==> src/rtl/axi_slv_line_des.sv <==
// AXI4 slave burst deserializer: 64-bit INCR/WRAP beats <-> one 256-bit line request.
// Define LINE_DES_WRAP_EN to accept WRAP bursts (len 1 or 3); otherwise WRAP returns SLVERR.

package axi_line_pkg;

    localparam int CFG_SYSBUS_ADDR_BITS = 48;
    localparam int CFG_SYSBUS_ID_BITS   = 5;
    localparam int CFG_SYSBUS_USER_BITS = 1;

    localparam logic [1:0] AXI_BURST_FIXED = 2'b00;
    localparam logic [1:0] AXI_BURST_INCR  = 2'b01;
    localparam logic [1:0] AXI_BURST_WRAP  = 2'b10;

    localparam logic [1:0] AXI_RESP_OKAY   = 2'b00;
    localparam logic [1:0] AXI_RESP_SLVERR = 2'b10;

    typedef struct packed {
        logic                            aw_valid;
        logic [CFG_SYSBUS_ADDR_BITS-1:0] aw_addr;
        logic [7:0]                      aw_len;
        logic [2:0]                      aw_size;
        logic [1:0]                      aw_burst;
        logic [CFG_SYSBUS_ID_BITS-1:0]   aw_id;
        logic [CFG_SYSBUS_USER_BITS-1:0] aw_user;
        logic                            w_valid;
        logic [63:0]                     w_data;
        logic                            w_last;
        logic [7:0]                      w_strb;
        logic [CFG_SYSBUS_USER_BITS-1:0] w_user;
        logic                            b_ready;
        logic                            ar_valid;
        logic [CFG_SYSBUS_ADDR_BITS-1:0] ar_addr;
        logic [7:0]                      ar_len;
        logic [2:0]                      ar_size;
        logic [1:0]                      ar_burst;
        logic [CFG_SYSBUS_ID_BITS-1:0]   ar_id;
        logic [CFG_SYSBUS_USER_BITS-1:0] ar_user;
        logic                            r_ready;
    } axi4_slave_in_type;

    typedef struct packed {
        logic                            aw_ready;
        logic                            w_ready;
        logic                            b_valid;
        logic [1:0]                      b_resp;
        logic [CFG_SYSBUS_ID_BITS-1:0]   b_id;
        logic [CFG_SYSBUS_USER_BITS-1:0] b_user;
        logic                            ar_ready;
        logic                            r_valid;
        logic [1:0]                      r_resp;
        logic [63:0]                     r_data;
        logic                            r_last;
        logic [CFG_SYSBUS_ID_BITS-1:0]   r_id;
        logic [CFG_SYSBUS_USER_BITS-1:0] r_user;
    } axi4_slave_out_type;

endpackage

module axi_slv_line_des
    import axi_line_pkg::*;
#(
    parameter int abits = 48
) (
    input  logic               i_clk,
    input  logic               i_nrst,
    input  axi4_slave_in_type  i_xslvi,
    output axi4_slave_out_type o_xslvo,
    output logic               o_req_valid,
    output logic               o_req_write,
    output logic [abits-6:0]   o_req_addr,
    output logic [255:0]       o_req_wdata,
    output logic [31:0]        o_req_wstrb,
    input  logic               i_req_ready,
    input  logic               i_resp_valid,
    input  logic [255:0]       i_resp_rdata,
    input  logic               i_resp_err
);

    typedef enum logic [2:0] {
        ST_IDLE,
        ST_WDATA,
        ST_MEM_REQ,
        ST_MEM_WAIT,
        ST_WRESP,
        ST_RDATA
    } state_e;

    state_e                          state_q, state_d;
    logic [CFG_SYSBUS_ID_BITS-1:0]   id_q, id_d;
    logic [CFG_SYSBUS_USER_BITS-1:0] user_q, user_d;
    logic [abits-6:0]                addr_q, addr_d;
    logic [7:0]                      cnt_q, cnt_d;
    logic [1:0]                      bidx_q, bidx_d;
    logic [1:0]                      mask_q, mask_d;
    logic                            write_q, write_d;
    logic                            err_q, err_d;
    logic [255:0]                    line_q, line_d;
    logic [31:0]                     wstrb_q, wstrb_d;

    logic       ar_ok, aw_ok;
    logic [1:0] bidx_next;

    function automatic logic burst_legal(input logic [1:0] bidx, input logic [7:0] len,
                                         input logic [2:0] size, input logic [1:0] burst);
        logic ok;
        ok = (size == 3'd3) && (len <= 8'd3);
        case (burst)
            AXI_BURST_INCR: ok = ok && (({1'b0, bidx} + {1'b0, len[1:0]}) <= 3'd3);
`ifdef LINE_DES_WRAP_EN
            AXI_BURST_WRAP: ok = ok && len[0];
`endif
            default:        ok = 1'b0;
        endcase
        return ok;
    endfunction

    // Step mask: 2'b11 gives a plain increment, len[1:0] confines WRAP to its aligned block.
    function automatic logic [1:0] step_mask(input logic ok, input logic [1:0] burst,
                                             input logic [7:0] len);
        return (ok && burst == AXI_BURST_WRAP) ? len[1:0] : 2'b11;
    endfunction

    assign ar_ok = burst_legal(i_xslvi.ar_addr[4:3], i_xslvi.ar_len,
                               i_xslvi.ar_size, i_xslvi.ar_burst);
    assign aw_ok = burst_legal(i_xslvi.aw_addr[4:3], i_xslvi.aw_len,
                               i_xslvi.aw_size, i_xslvi.aw_burst);
    assign bidx_next = (bidx_q & ~mask_q) | ((bidx_q + 2'd1) & mask_q);

    always_comb begin
        // NOTE: every _d starts from its _q, so no branch can leave a signal unassigned and infer a latch.
        state_d = state_q;
        id_d    = id_q;
        user_d  = user_q;
        addr_d  = addr_q;
        cnt_d   = cnt_q;
        bidx_d  = bidx_q;
        mask_d  = mask_q;
        write_d = write_q;
        err_d   = err_q;
        line_d  = line_q;
        wstrb_d = wstrb_q;

        case (state_q)
            ST_IDLE: begin
                if (i_xslvi.ar_valid) begin
                    id_d    = i_xslvi.ar_id;
                    user_d  = i_xslvi.ar_user;
                    addr_d  = i_xslvi.ar_addr[abits-1:5];
                    cnt_d   = i_xslvi.ar_len;
                    bidx_d  = i_xslvi.ar_addr[4:3];
                    mask_d  = step_mask(ar_ok, i_xslvi.ar_burst, i_xslvi.ar_len);
                    write_d = 1'b0;
                    err_d   = !ar_ok;
                    if (ar_ok) begin
                        state_d = ST_MEM_REQ;
                    end else begin
                        line_d  = '0;
                        state_d = ST_RDATA;
                    end
                end else if (i_xslvi.aw_valid) begin
                    id_d    = i_xslvi.aw_id;
                    user_d  = i_xslvi.aw_user;
                    addr_d  = i_xslvi.aw_addr[abits-1:5];
                    cnt_d   = i_xslvi.aw_len;
                    bidx_d  = i_xslvi.aw_addr[4:3];
                    mask_d  = step_mask(aw_ok, i_xslvi.aw_burst, i_xslvi.aw_len);
                    write_d = 1'b1;
                    err_d   = !aw_ok;
                    line_d  = '0;
                    wstrb_d = '0;
                    state_d = ST_WDATA;
                end
            end

            ST_WDATA: begin
                if (i_xslvi.w_valid) begin
                    line_d[{bidx_q, 6'd0} +: 64] = i_xslvi.w_data;
                    wstrb_d[{bidx_q, 3'd0} +: 8] = i_xslvi.w_strb;
                    bidx_d = bidx_next;
                    cnt_d  = cnt_q - 8'd1;
                    // w_last is not trusted; the beat counter alone ends the burst.
                    if (cnt_q == 8'd0) begin
                        state_d = err_q ? ST_WRESP : ST_MEM_REQ;
                    end
                end
            end

            ST_MEM_REQ: begin
                if (i_req_ready) begin
                    state_d = ST_MEM_WAIT;
                end
            end

            ST_MEM_WAIT: begin
                if (i_resp_valid) begin
                    err_d = err_q | i_resp_err;
                    if (write_q) begin
                        state_d = ST_WRESP;
                    end else begin
                        line_d  = i_resp_rdata;
                        state_d = ST_RDATA;
                    end
                end
            end

            ST_WRESP: begin
                if (i_xslvi.b_ready) begin
                    state_d = ST_IDLE;
                end
            end

            ST_RDATA: begin
                if (i_xslvi.r_ready) begin
                    bidx_d = bidx_next;
                    cnt_d  = cnt_q - 8'd1;
                    if (cnt_q == 8'd0) begin
                        state_d = ST_IDLE;
                    end
                end
            end

            default: state_d = ST_IDLE;
        endcase
    end

    // NOTE: sequential state uses non-blocking assignments so every flop samples pre-edge values.
    always_ff @(posedge i_clk or negedge i_nrst) begin
        if (!i_nrst) begin
            state_q <= ST_IDLE;
            id_q    <= '0;
            user_q  <= '0;
            addr_q  <= '0;
            cnt_q   <= '0;
            bidx_q  <= '0;
            mask_q  <= 2'b11;
            write_q <= 1'b0;
            err_q   <= 1'b0;
            // NOTE: line_q/wstrb_q are a flop bank, not a RAM macro, so they take the async reset too.
            line_q  <= '0;
            wstrb_q <= '0;
        end else begin
            state_q <= state_d;
            id_q    <= id_d;
            user_q  <= user_d;
            addr_q  <= addr_d;
            cnt_q   <= cnt_d;
            bidx_q  <= bidx_d;
            mask_q  <= mask_d;
            write_q <= write_d;
            err_q   <= err_d;
            line_q  <= line_d;
            wstrb_q <= wstrb_d;
        end
    end

    always_comb begin
        o_xslvo          = '0;
        o_xslvo.ar_ready = (state_q == ST_IDLE);
        o_xslvo.aw_ready = (state_q == ST_IDLE) && !i_xslvi.ar_valid;
        o_xslvo.w_ready  = (state_q == ST_WDATA);
        o_xslvo.b_valid  = (state_q == ST_WRESP);
        o_xslvo.b_resp   = err_q ? AXI_RESP_SLVERR : AXI_RESP_OKAY;
        o_xslvo.b_id     = id_q;
        o_xslvo.b_user   = user_q;
        o_xslvo.r_valid  = (state_q == ST_RDATA);
        o_xslvo.r_resp   = err_q ? AXI_RESP_SLVERR : AXI_RESP_OKAY;
        o_xslvo.r_data   = line_q[{bidx_q, 6'd0} +: 64];
        o_xslvo.r_last   = (cnt_q == 8'd0);
        o_xslvo.r_id     = id_q;
        o_xslvo.r_user   = user_q;
    end

    assign o_req_valid = (state_q == ST_MEM_REQ);
    assign o_req_write = write_q;
    assign o_req_addr  = addr_q;
    assign o_req_wdata = line_q;
    assign o_req_wstrb = wstrb_q;

    logic unused_ok;
    assign unused_ok = ^{i_xslvi.w_last, i_xslvi.w_user,
                         i_xslvi.aw_addr[2:0], i_xslvi.ar_addr[2:0]};

endmodule

==> config.mk <==
export PLATFORM = sky130hd
export DESIGN_NAME = axi_slv_line_des
export DESIGN_NICKNAME = d
export VERILOG_FILES = /design/src/rtl/axi_slv_line_des.sv
export SDC_FILE = /design/constraint.sdc
export NUM_CORES = 1
export LEC_CHECK = 0
export CAP_MARGIN = 0
export CORE_AREA = 2 2 350 352
export DETAILED_ROUTE_END_ITERATION = 16
export DIE_AREA = 0 0 352 354
export HOLD_SLACK_MARGIN = 0.1
export PLACE_DENSITY = 0.47
export SYNTH_ARGS = -nofsm -noshare
export SYNTH_HDL_FRONTEND = slang
export SYNTH_SLANG_ARGS = --single-unit
==> constraint.sdc <==
create_clock -name i_clk -period 5.3 [get_ports i_clk]
set_clock_uncertainty 0.1 [all_clocks]
set_input_delay 1.06 -clock i_clk [delete_from_list [all_inputs] [get_ports i_clk]]
set_output_delay 1.06 -clock i_clk [all_outputs]
set_load 0.01 [all_outputs]
### Word-level counts from Yosys, hierarchy flattened

Index checks and enable logic that the tools add are counted.

| cells by class | value |
|---|---|
| bitwise gates (word level) | 5 |
| reduce and logical (&&, ||, !) cells | 23 |
| equality and inequality tests | 23 |
| add/subtract/negate cells | 6 |
| shifts and indexed selects | 5 |
| order comparisons | 4 |
| muxes and demuxes | 55 |

Operators with widths:

| cell | number |
|---|---|
| 256-bit two-way mux | 6 |
| 256-bit one-hot mux with 3 select lines | 1 |
| 256-bit bitwise mux | 1 |
| 64-bit by 10-bit variable shift with 256-bit output (first input constant) | 1 |
| 256-bit by 9-bit variable part select with 64-bit output | 1 |
| 64-bit by 10-bit variable part select with 256-bit output | 1 |
| 32-bit two-way mux | 3 |
| 43-bit two-way mux | 2 |
| 32-bit one-hot mux with 2 select lines | 1 |
| 3-bit two-way mux | 11 |
| 32-bit bitwise mux | 1 |
| 8-bit two-way mux | 4 |
| 8-bit by 7-bit variable shift with 32-bit output (first input constant) | 1 |
| 8-bit by 7-bit variable part select with 32-bit output | 1 |
| 8-bit one-hot mux with 3 select lines | 1 |
| 2-bit two-way mux | 9 |
| 2-bit != test (second input constant) | 9 |
| 3-bit one-hot mux with 6 select lines | 1 |
| 8-bit by 2-bit <= comparator with 1-bit output (second input constant) | 2 |
| 3-bit by 2-bit == test with 1-bit output (second input constant) | 4 |
| 1-bit two-way mux | 10 |
| 5-bit two-way mux | 2 |
| 8-bit negator with 10-bit output | 1 |
| 8-bit zero test | 1 |
| other kinds (27) | 46 |

| storage, ports and cells | value |
|---|---|
| output and inout port bits | 419 |
| register bits | 354 |
| word-level logic and storage cells | 132 |
| input bits | 474 |

### Logic depth before layout (Yosys ltp)

| depth | value |
|---|---|
| depth after elaboration | 8 |
| gate-level depth with buffers | 10 |
| gate-level depth less buffers | 7 |

### Worst setup path before layout

OpenSTA, ideal clock, no wires.

| timing | value |
|---|---|
| kind | input-to-output |
| from | in i_xslvi[68] in the netlist's numbering |
| to | out o_xslvo[85] in the netlist's numbering |
| slack | 1.948 ns |
| cell stages on the path | 4 |
| arrival time | 2.192 ns |
| buffers on the path | 3 |
| required time | 4.140 ns |
| cell sequence | buf_2 -> buf_2 -> clkbuf_1 -> nor4_1 |

RTL lines:

| what | line | RTL |
|---|---|---|
| start: declaration | 66 | `input axi4_slave_in_type i_xslvi,` |
| end: declaration | 67 | `output axi4_slave_out_type o_xslvo,` |

==> results.md <==
* Outcome: completed
* Hold_ws at 0.376 ns
* First-pass GRT wire length at 150000 µm
* Die Y-Extent at 354 µm
* Max-slew headroom at 0.214
* Number of CTS-inserted buffers at 47
* Row cnt at 128
* Count of final setup violators at 0
* Syn. warnings at 0
* Kind of critical path: reg2out
* Sequential share of power at 0.296
* Initial cell density of the core at 0.150
* GPL Wtd Cong at 0.859
* H-tree depth at 2
* P_sw at 5.38 mW
* Total track usage at 0.167
* Worst hold-check path type: reg2reg
* Tcrit/Tclk final at 0.802
* Final nets at 2798
* Layout cells sized above 1 at 0.118
* DRC errors left at 0
* Sw frac at 0.417
* Final setup TNS at 0 ns
* Die area at 125000 µm²
* Post-DP HPWL at 76300 µm
* WP buf/inv at 2
* Yosys reg bits at 354
* Worst setup margin at 1.05 ns
* Core region area at 121000 µm²
* Post-Synthesis Cells at 1503
* Dpl ws at 0.716 ns
* RSZ-0062 raised after global routing: no
* Worst path cell trace: buf_12 -> mux4_2 -> clkdlybuf4s50_1
* Total gr overflow at 0
* Clock sinks at 354
* Mapped Avg Cell Area at 12.1 µm²
* Synth cell types at 61
* Worst setup EP type: output port
* Port bufs at 882
* Synth top area share at 0.484
* Pin count of the biggest net entering global routing at 171
* Power Density at 425 nW/µm²
* Placed Area at 28800 µm²
* Cell taking the most area after synthesis: dfrtp_1
* Cts hold-fix bufs at 0
* CP max-delay cell: dfrtp_4
* Fmax at 235 MHz
* Vias in the first global route at 18.6k
* Primary FF master, synth: dfrtp_1
* First-pass detailed-route iteration total at 5
* Later-pin clock latency in the skew report at 0.60 ns
* Combinational share of power at 0.450
* Final Max Tran Viols at 0
* Async SR Flop Fraction at 1.00
* CTS tree: yes
* Initial antenna violation count at 15
* Final ANT Viol Nets at 0
* DR WL/cell at 27.2 µm
* Iter 0 DRT Violations at 1392
* Clk root buf: clkbuf_16
* CP Data Required Time at 4.14 ns
* Leakage power at 11.1 nW
* Worst VDD drop at 291 µV
* P_int at 7.53 mW
* Die width at 352 µm
* Non-Filler Instances at 3979
* Number of synthesized flops with an enable pin at 0
* Area contributors post-synth: dfrtp_1, a22oi_1, o2bb2ai_1
* Clk pwr share at 0.254
* CP arrival at 3.09 ns
* Area Growth Syn to Fin at 67.1%
* Clock Tree Buf Depth at 3
* Final min period at 4.25 ns
* I/O Pins at 893
* Most frequent cells in the layout: clkdlybuf4s50_1, dfrtp_1, a22oi_1, o2bb2ai_1, nand2_1
* Netlist Area Pre-Place at 18200 µm²
* Drt total wl at 108000 µm
* Most common cell after layout, fill and taps aside: clkdlybuf4s50_1
* Post-route cell area at 30400 µm²
* Seq/Total Area, Yosys at 0.487
* Max Cap Viol at 0
* Placed insts at 3890
* CTS clk-pin slew, worst paths at 0.06 ns
* Setup crit start kind: flop
* Vias at 17.8k
* Largest fanout on the critical path at 33
* CTS resizes at 0
* Final hold vios at 0
* Tightest Pin Transition at 1.17 ns
* Setup bufs post-CTS at 0
* Crit path max-delay family: flip-flops
* Post-DR vias/cell at 4.47
* Worst stage delay on the critical path at 0.91 ns
-- cell families after synthesis --
family	Yosys count	synth area share
AOI/OAI and AO/OA	645	0.294
DFF	354	0.487
and+or+nand+nor	185	0.0469
buffers and inverters	182	0.0501
muxes	126	0.114
adders and majority gates	10	0.00771
other	1	0.000206
-- per-layer routing --
| metal | track usage | part of all wire | wire length [µm] |
|---|---|---|---|
| met2 | 0.274 | 0.48 | 51500 |
| met4 | 0.0575 | 0.030 | 3240 |
| met3 | 0.0556 | 0.088 | 9480 |
| met5 | 0 | 0.00047 | 51 |
| met1 | 0.205 | 0.41 | 43800 |
-- flip-flops by register name, summed over array words and instances, names as in the netlist, named ones only --
register,count
o_req_wdata,256
o_req_addr,43
o_req_wstrb,32
cnt_q,8
id_q,5
state_q,3
mask_q,2
bidx_q,1
err_q,1
o_req_write,1
user_q,1
-- layout make-up --
| cell class | instances | area, µm² |
|---|---|---|
| clock inverters | 8 | 77.6 |
| clock buffers | 76 | 1460 |
| repair buffers | 933 | 9390 |
| flip-flops and latches | 354 | 8870 |
| inverters | 10 | 37.5 |
| multi-input cells | 968 | 8510 |
| fillers | 12800 | 90500 |
| diodes | 5 | 12.5 |
| well taps | 1625 | 2030 |
-- cells in the mapped netlist, types with 3 or more instances --
cell / number
buf_1: 7
dfrtp_1: 352
a31oi_1: 3
clkbuf_1: 89
o2bb2ai_2: 60
a22oi_1: 235
nand2_1: 122
o31ai_1: 8
o2bb2ai_1: 175
a22o_1: 20
buf_4: 24
nor4_1: 4
nand3_1: 7
mux2i_1: 57
nor2_1: 16
nand2b_1: 3
a222oi_1: 21
a21oi_1: 11
ha_1: 8
inv_1: 10
o22ai_1: 5
buf_2: 44
o21ai_1: 7
mux2_2: 5
o21ai_0: 84
nor3_1: 6
mux4_2: 64
buf_8: 6
nand4_1: 4
-- power by group through the flow --
stage	Clock, mW	Sequential [mW]	Combinational (mW)
finish	3.28	3.82	5.81
global route	3.48	3.91	6.16
CTS	3.40	3.83	5.89
detailed placement	0	3.86	5.87
global placement	0	3.86	5.89
floorplan	0	3.76	2.63
-- final timing paths --
| kind | endpoint | start | cells after the start | slack, ns |
|---|---|---|---|---|
| setup / recovery | o_xslvo[28] | bidx_q[0]$_DFFE_PN0P_ | 3 | 1.05 |
| hold / removal | o_req_addr[10]$_DFFE_PN0P_ | o_req_addr[10]$_DFFE_PN0P_ | 2 | 0.38 |
| setup reg to reg | o_req_wdata[189]$_DFFE_PN0P_ | bidx_q[0]$_DFFE_PN0P_ | 7 | 1.65 |
| hold reg to reg | o_req_addr[10]$_DFFE_PN0P_ | o_req_addr[10]$_DFFE_PN0P_ | 2 | 0.38 |
| max in group asynchronous | o_req_wdata[176]$_DFFE_PN0P_ | i_nrst | 2 | 3.60 |
| min in group asynchronous | o_req_addr[5]$_DFFE_PN0P_ | i_nrst | 1 | 0.40 |
-- through the flow --
stage          power, mW   util
6_report            12.9  0.251
5_1_grt             13.6  0.251
4_1_cts             13.1  0.251
3_5_place_dp        9.73  0.239
3_3_place_gp        9.75  0.239
2_1_floorplan       6.39      -
-- worst register-to-register path, stage by stage (launching register included) --
cell and delay, ns:
dfrtp_4 0.91, inv_1 0.30, ha_1 0.56, nand2_1 0.22, nor4_4 0.27, buf_4 0.70, a22oi_1 0.31, o2bb2ai_1 0.20
Note: power is estimated with default switching activity, not from simulation.
